--- src/rtl/picomem_pkg.sv ---
// Shared PicoMem definitions: arbiter state encoding, timeout counter width,
// default error read data and the tie-break helper.
package picomem_pkg;

  typedef enum logic [1:0] {
    ST_IDLE    = 2'd0,
    ST_BUSY_M0 = 2'd1,
    ST_BUSY_M1 = 2'd2
  } arb_state_e;

  localparam int unsigned CNT_W = 16;

  localparam logic [31:0] ERR_RDATA_DEFAULT = 32'hDEAD_BEEF;

  // Returns 1 when m1 should be granted. A lone requester always wins; on a
  // tie m0 wins under fixed priority, otherwise the master not served last.
  function automatic logic pick_m1(input logic v0, input logic v1,
                                   input logic fixed_prio, input logic last_grant);
    if (v0 && v1) begin
      return fixed_prio ? 1'b0 : ~last_grant;
    end
    return v1 && !v0;
  endfunction

endpackage

--- src/rtl/picomem_timeout_cnt.sv ---
// Busy-cycle counter for the arbiter watchdog. Cleared while the arbiter is
// idle, counts stalled cycles, and flags the cycle in which the count reaches
// TIMEOUT-1. TIMEOUT=0 keeps expire low permanently.
module picomem_timeout_cnt
  import picomem_pkg::*;
#(
  parameter logic [CNT_W-1:0] TIMEOUT = 16'd1024
) (
  input  logic clk,
  input  logic reset,
  input  logic clear,
  input  logic enable,
  output logic expire
);

  localparam logic [CNT_W-1:0] LAST_CNT = TIMEOUT - 16'd1;

  logic [CNT_W-1:0] cnt_q, cnt_d;

  // Clear has priority so the count always starts at zero on BUSY entry.
  always_comb begin
    cnt_d = cnt_q;
    if (clear) begin
      cnt_d = '0;
    end else if (enable) begin
      cnt_d = cnt_q + 16'd1;
    end
  end

  // Count register.
  always_ff @(posedge clk or posedge reset) begin
    if (reset) begin
      cnt_q <= '0;
    end else begin
      cnt_q <= cnt_d;
    end
  end

  assign expire = (TIMEOUT != '0) && (cnt_q == LAST_CNT);

endmodule

--- src/rtl/picomem_arbiter_2_1.sv ---
// Two-master to one-slave PicoMem arbiter with round-robin or fixed priority
// and a watchdog that force-completes a stalled transfer with ERR_RDATA.
// No data is buffered: the slave request is a mux on the registered grant.
//
//   state      | meaning
//   -----------+-----------------------------------------------------------
//   ST_IDLE    | no grant; slave request and all master responses are zero
//   ST_BUSY_M0 | m0 owns the slave until s_ready, timeout or m0_valid drop
//   ST_BUSY_M1 | m1 owns the slave until s_ready, timeout or m1_valid drop
module picomem_arbiter_2_1
  import picomem_pkg::*;
#(
  parameter logic [CNT_W-1:0] TIMEOUT    = 16'd1024,
  parameter logic             FIXED_PRIO = 1'b0,
  parameter logic [31:0]      ERR_RDATA  = ERR_RDATA_DEFAULT
) (
  input  logic        clk,
  input  logic        reset,
  input  logic        m0_valid,
  input  logic [31:0] m0_addr,
  input  logic [31:0] m0_wdata,
  input  logic [3:0]  m0_wstrb,
  output logic        m0_ready,
  output logic [31:0] m0_rdata,
  input  logic        m1_valid,
  input  logic [31:0] m1_addr,
  input  logic [31:0] m1_wdata,
  input  logic [3:0]  m1_wstrb,
  output logic        m1_ready,
  output logic [31:0] m1_rdata,
  output logic        s_valid,
  output logic [31:0] s_addr,
  output logic [31:0] s_wdata,
  output logic [3:0]  s_wstrb,
  input  logic        s_ready,
  input  logic [31:0] s_rdata,
  output logic        timeout_err
);

  arb_state_e  state_q, state_d;
  logic        last_grant_q, last_grant_d;
  logic        cnt_clear, cnt_en, tmo_expire;
  logic        gnt_m1, gnt_valid, done;
  logic [31:0] done_rdata;

  picomem_timeout_cnt #(
    .TIMEOUT (TIMEOUT)
  ) u_timeout_cnt (
    .clk    (clk),
    .reset  (reset),
    .clear  (cnt_clear),
    .enable (cnt_en),
    .expire (tmo_expire)
  );

  // Arbitration, slave request mux and completion routing back to the owner.
  always_comb begin
    state_d      = state_q;
    last_grant_d = last_grant_q;
    gnt_m1       = (state_q == ST_BUSY_M1);
    gnt_valid    = 1'b0;
    done         = 1'b0;
    done_rdata   = '0;
    cnt_clear    = 1'b1;
    cnt_en       = 1'b0;
    s_valid      = 1'b0;
    s_addr       = '0;
    s_wdata      = '0;
    s_wstrb      = '0;
    timeout_err  = 1'b0;

    case (state_q)
      ST_IDLE: begin
        if (m0_valid || m1_valid) begin
          state_d = pick_m1(m0_valid, m1_valid, FIXED_PRIO, last_grant_q)
                    ? ST_BUSY_M1 : ST_BUSY_M0;
        end
      end
      ST_BUSY_M0, ST_BUSY_M1: begin
        gnt_valid = gnt_m1 ? m1_valid : m0_valid;
        s_addr    = gnt_m1 ? m1_addr  : m0_addr;
        s_wdata   = gnt_m1 ? m1_wdata : m0_wdata;
        s_wstrb   = gnt_m1 ? m1_wstrb : m0_wstrb;
        s_valid   = gnt_valid;
        cnt_clear = 1'b0;
        cnt_en    = gnt_valid && !s_ready;
        if (!gnt_valid) begin
          // Master withdrew its request: drop the grant silently.
          state_d = ST_IDLE;
        end else if (s_ready) begin
          done       = 1'b1;
          done_rdata = s_rdata;
        end else if (tmo_expire) begin
          done        = 1'b1;
          done_rdata  = ERR_RDATA;
          s_valid     = 1'b0;
          timeout_err = 1'b1;
        end
        if (done) begin
          state_d      = ST_IDLE;
          last_grant_d = gnt_m1;
        end
      end
      default: begin
        state_d = ST_IDLE;
      end
    endcase

    m0_ready = done && !gnt_m1;
    m1_ready = done && gnt_m1;
    m0_rdata = m0_ready ? done_rdata : '0;
    m1_rdata = m1_ready ? done_rdata : '0;
  end

  // State and last-grant registers; last_grant=1 lets m0 win the first tie.
  always_ff @(posedge clk or posedge reset) begin
    if (reset) begin
      state_q      <= ST_IDLE;
      last_grant_q <= 1'b1;
    end else begin
      state_q      <= state_d;
      last_grant_q <= last_grant_d;
    end
  end

endmodule

--- config.mk ---
export PLATFORM = sky130hd
export DESIGN_NAME = picomem_arbiter_2_1
export DESIGN_NICKNAME = d
export VERILOG_FILES = /design/src/rtl/picomem_pkg.sv /design/src/rtl/picomem_timeout_cnt.sv /design/src/rtl/picomem_arbiter_2_1.sv
export SDC_FILE = /design/constraint.sdc
export NUM_CORES = 1
export LEC_CHECK = 0
export CORE_AREA = 2 2 118 120
export CTS_BUF_LIST = sky130_fd_sc_hd__clkbuf_16
export CTS_CLUSTER_DIAMETER = 50
export DETAILED_ROUTE_END_ITERATION = 8
export DIE_AREA = 0 0 120 122
export PLACE_DENSITY = 0.69
export SLEW_MARGIN = 20
export SYNTH_ARGS = -nofsm -noshare
export SYNTH_HDL_FRONTEND = slang
export SYNTH_HIERARCHICAL = 1
export SYNTH_SLANG_ARGS = --single-unit
--- constraint.sdc ---
create_clock -name clk -period 2.55 [get_ports clk]
set_input_delay 0.51 -clock clk [delete_from_list [all_inputs] [get_ports clk]]
set_output_delay 0.51 -clock clk [all_outputs]
set_load 0.02 [all_outputs]
==> flow_summary.toml <==
[run_status]
outcome = "complete, but fails checks"
violations = "setup timing"

[layout]
stdcell_count = 906
num-nets-final = 903
final_common_cell = "clkdlybuf4s50_1"
ff_latch_area_sq_um = 476.7
final_cell_mix = "clkdlybuf4s50_1 (171), nor2_1 (104), dlygate4sd2_1 (70)"
antennaDiodeCount = 0
fillers = 1288
multiInputGateArea_sq_um = 2311
fin_util = 0.5084
area_growth_pct = 163.3
drive_gt1_frac = 0.2865

[place]
port_buffers = 308
dp.cells = 895
routabilityCongestion = 0.8552
pre_cts_ws_ns = -0.5671
hpwl_um = 11200

[worst_setup_path]
cp.arrival_ns = 2.28
crit_fanout = 13
end_kind = "primary output"
startpoint_type = "register"
critPathKind = "register to primary output"
startpoint = "u_timeout_cnt/cnt_q[12]"
r2r_start = "state_q[0]"
required_ns = 2.04

[run]
cap_viol_max_count = 0

[timing]
hold_ws_ns = 0.5144
tightest_slew_ns = 0.6215
rsz0062_at_grt = "yes"
finalClockSkew_ns = 0.001625
max_freq_mhz = 357.9
finalCritPeriodShare = 1.096
setup_viol = 50
hold_viol_final = 0
relSlewSlack = 0.5852
slew_viol_final = 0
fin_ws_ns = -0.2444
timing.final.crit_period_ns = 2.794

[synthesis]
syn_area_sq_um = 2608
synth-simple-area-share = 0.3599
syn_inst = 372
synth_xor_area_frac = 0.01344
yosysWarnings = 6
async_flop_share = 1.000
synth_fa_ha_area_frac = 0.01440
synth-compound-area-share = 0.06286
synthFlopType = "dfrtp_1"
syn_nets = 548
synth_top_family_by_area = "simple AND/OR/NAND/NOR gates"
synth.distinct_cells = 40
muxShareOfSynthArea = 0.2860
ys_seq_elements = 19
avgSynthCellArea_sq_um = 7.009
synth_edf_count = 0
seq_area_frac_synth = 0.1828

[power]
swShare = 0.5148
p_sw_uw = 2726
p_leak_uw = 0.003090
p_seq_frac = 0.066
p_clk_frac = 0.060
ir_drop_mv = 0.4702
combPwrFrac = 0.873
intPower_uw = 2569
power_density_nw_per_um2 = 771.3

[clock_tree]
clk_pin_slew_ns = 0.05
cts_root_buffer = "clkbuf_16"
clkLatencyLatePin_ns = 0.25
max-clock-path-buffers = 2
clkSinkCount = 19
numCtsBuffers = 3
htreeDepth = 1
cts_tree = "yes"

[floorplan]
die-area_sq_um = 14640
rows = 43
num_io_pins = 309
core-area_sq_um = 13500
fp.dieW_um = 120
start_util = 0.1931
die_h_um = 122

[grt]
grt_pass1_wl_um = 20870
grt_usage = 0.1770
grt_overflow = 0
grt_pass1_vias = 4023
grt_max_degree = 28
antenna_found_initial = 0

[route]
vias = 3942
ant_nets = 0
first_pass_iters = 4
wl_per_cell_um = 15.59
drt_iter0_markers = 172
vias_per_cell = 4.351
routed_wl_um = 14120
drc_errors = 0

[min_path]
hold_path_class = "input port to async pin"
## metrics by stage
step                      total power [uW]  instance area [sq um]  setup TNS [ns]
after global placement                5092                   6543          -26.80
after CTS                             5264                   6718          -11.57
after floorplan                       2906                   2856          -2.209
final                                 5296                   6865          -10.13
after detailed placement              5127                   6543          -31.31
after global routing                  5632                   6865          -15.43
## sequential cells by signal, summed over array words and instances (netlist names)
signal	flops
state_q	2
last_grant_q	1
u_timeout_cnt/cnt_q	16
## path summary, 6_finish.rpt
kind / slack, ns / to / depth (start not counted)
min reg2reg: 0.55 / last_grant_q / 1
max reg2reg: 0.18 / u_timeout_cnt/cnt_q[7] / 9
max in group asynchronous: 1.41 / u_timeout_cnt/cnt_q[4] / 2
min: 0.51 / state_q[1] / 2
min in group clk: 0.55 / last_grant_q / 1
max: -0.24 / m0_rdata[31] / 7
## kinds of logic (layout without fill, tap and decap cells)
family | after synthesis | in the layout
AND/OR/NAND/NOR | 211 | 211
AO/OA/AOI/OAI | 25 | 25
flip-flops | 19 | 19
buffers and inverters | 36 | 390
XOR/XNOR | 4 | 4
multiplexers | 74 | 74
adder cells (fa/ha/maj) | 3 | 3
## layout make-up
class,count,area share
Timing Repair Buffer,377,0.5433
Tap cell,180,0.03280
Inverter,9,0.006196
Clock inverter,1,0.0007290
Multi-Input combinational cell,317,0.3366
Sequential cell,19,0.06944
Clock buffer,3,0.01093
## critical path, stage by stage (launching register included)
cell and delay, ns:
dfrtp_1 0.39, or4_1 0.56, nor4_4 0.27, o21ai_2 0.09
or2_4 0.29, buf_16 0.17, nor2_4 0.14, buf_6 0.13
## Yosys cell counts (all sizes together) (2+ instances only)
cell | instances | area (sq um)
a21oi | 9 | 45.04
a2bb2oi | 2 | 17.52
and2 | 16 | 100.1
buf | 17 | 138.9
clkbuf | 10 | 37.54
dfrtp | 18 | 450.4
ha | 3 | 37.54
inv | 8 | 30.03
mux2 | 4 | 45.04
mux2i | 70 | 700.7
nand2 | 11 | 41.29
nand2b | 2 | 20.02
nand4 | 6 | 43.79
nor2 | 153 | 574.3
nor2b | 4 | 25.02
nor4 | 5 | 31.28
o2111ai | 2 | 23.77
o21ai | 6 | 30.03
o31ai | 4 | 30.03
or2 | 2 | 12.51
or3 | 3 | 21.27
or4 | 5 | 37.54
xor2 | 3 | 26.28
## what timing repair did
| item | CTS | global route |
|---|---|---|
| pin swaps | 0 | 21 |
| hold buffers | 0 | 0 |
| buffers inserted | 3 | 0 |
| resized for setup | 404 | 51 |
| endpoints found under the setup margin | 144 | 76 |
| gates cloned | 3 | 1 |
## power by group through the flow
stage	clock [uW]	combinational, uW	sequential, uW
2_1_floorplan	0	2550	356
6_report	319	4620	352
4_1_cts	326	4590	352
3_5_place_dp	0	4770	357
5_1_grt	336	4940	356
3_3_place_gp	0	4740	355
## per-layer routing
| metal | track usage | vias to the layer above | wire [um] |
|---|---|---|---|
| met5 | 0 | - | 0 |
| met4 | 0.02206 | 0 | 178 |
| met3 | 0.06367 | 14 | 1319 |
| met2 | 0.3331 | 171 | 7245 |
| met1 | 0.1952 | 1798 | 5379 |
| li1 | - | 1959 | - |
(Power assumes the default switching activity.)
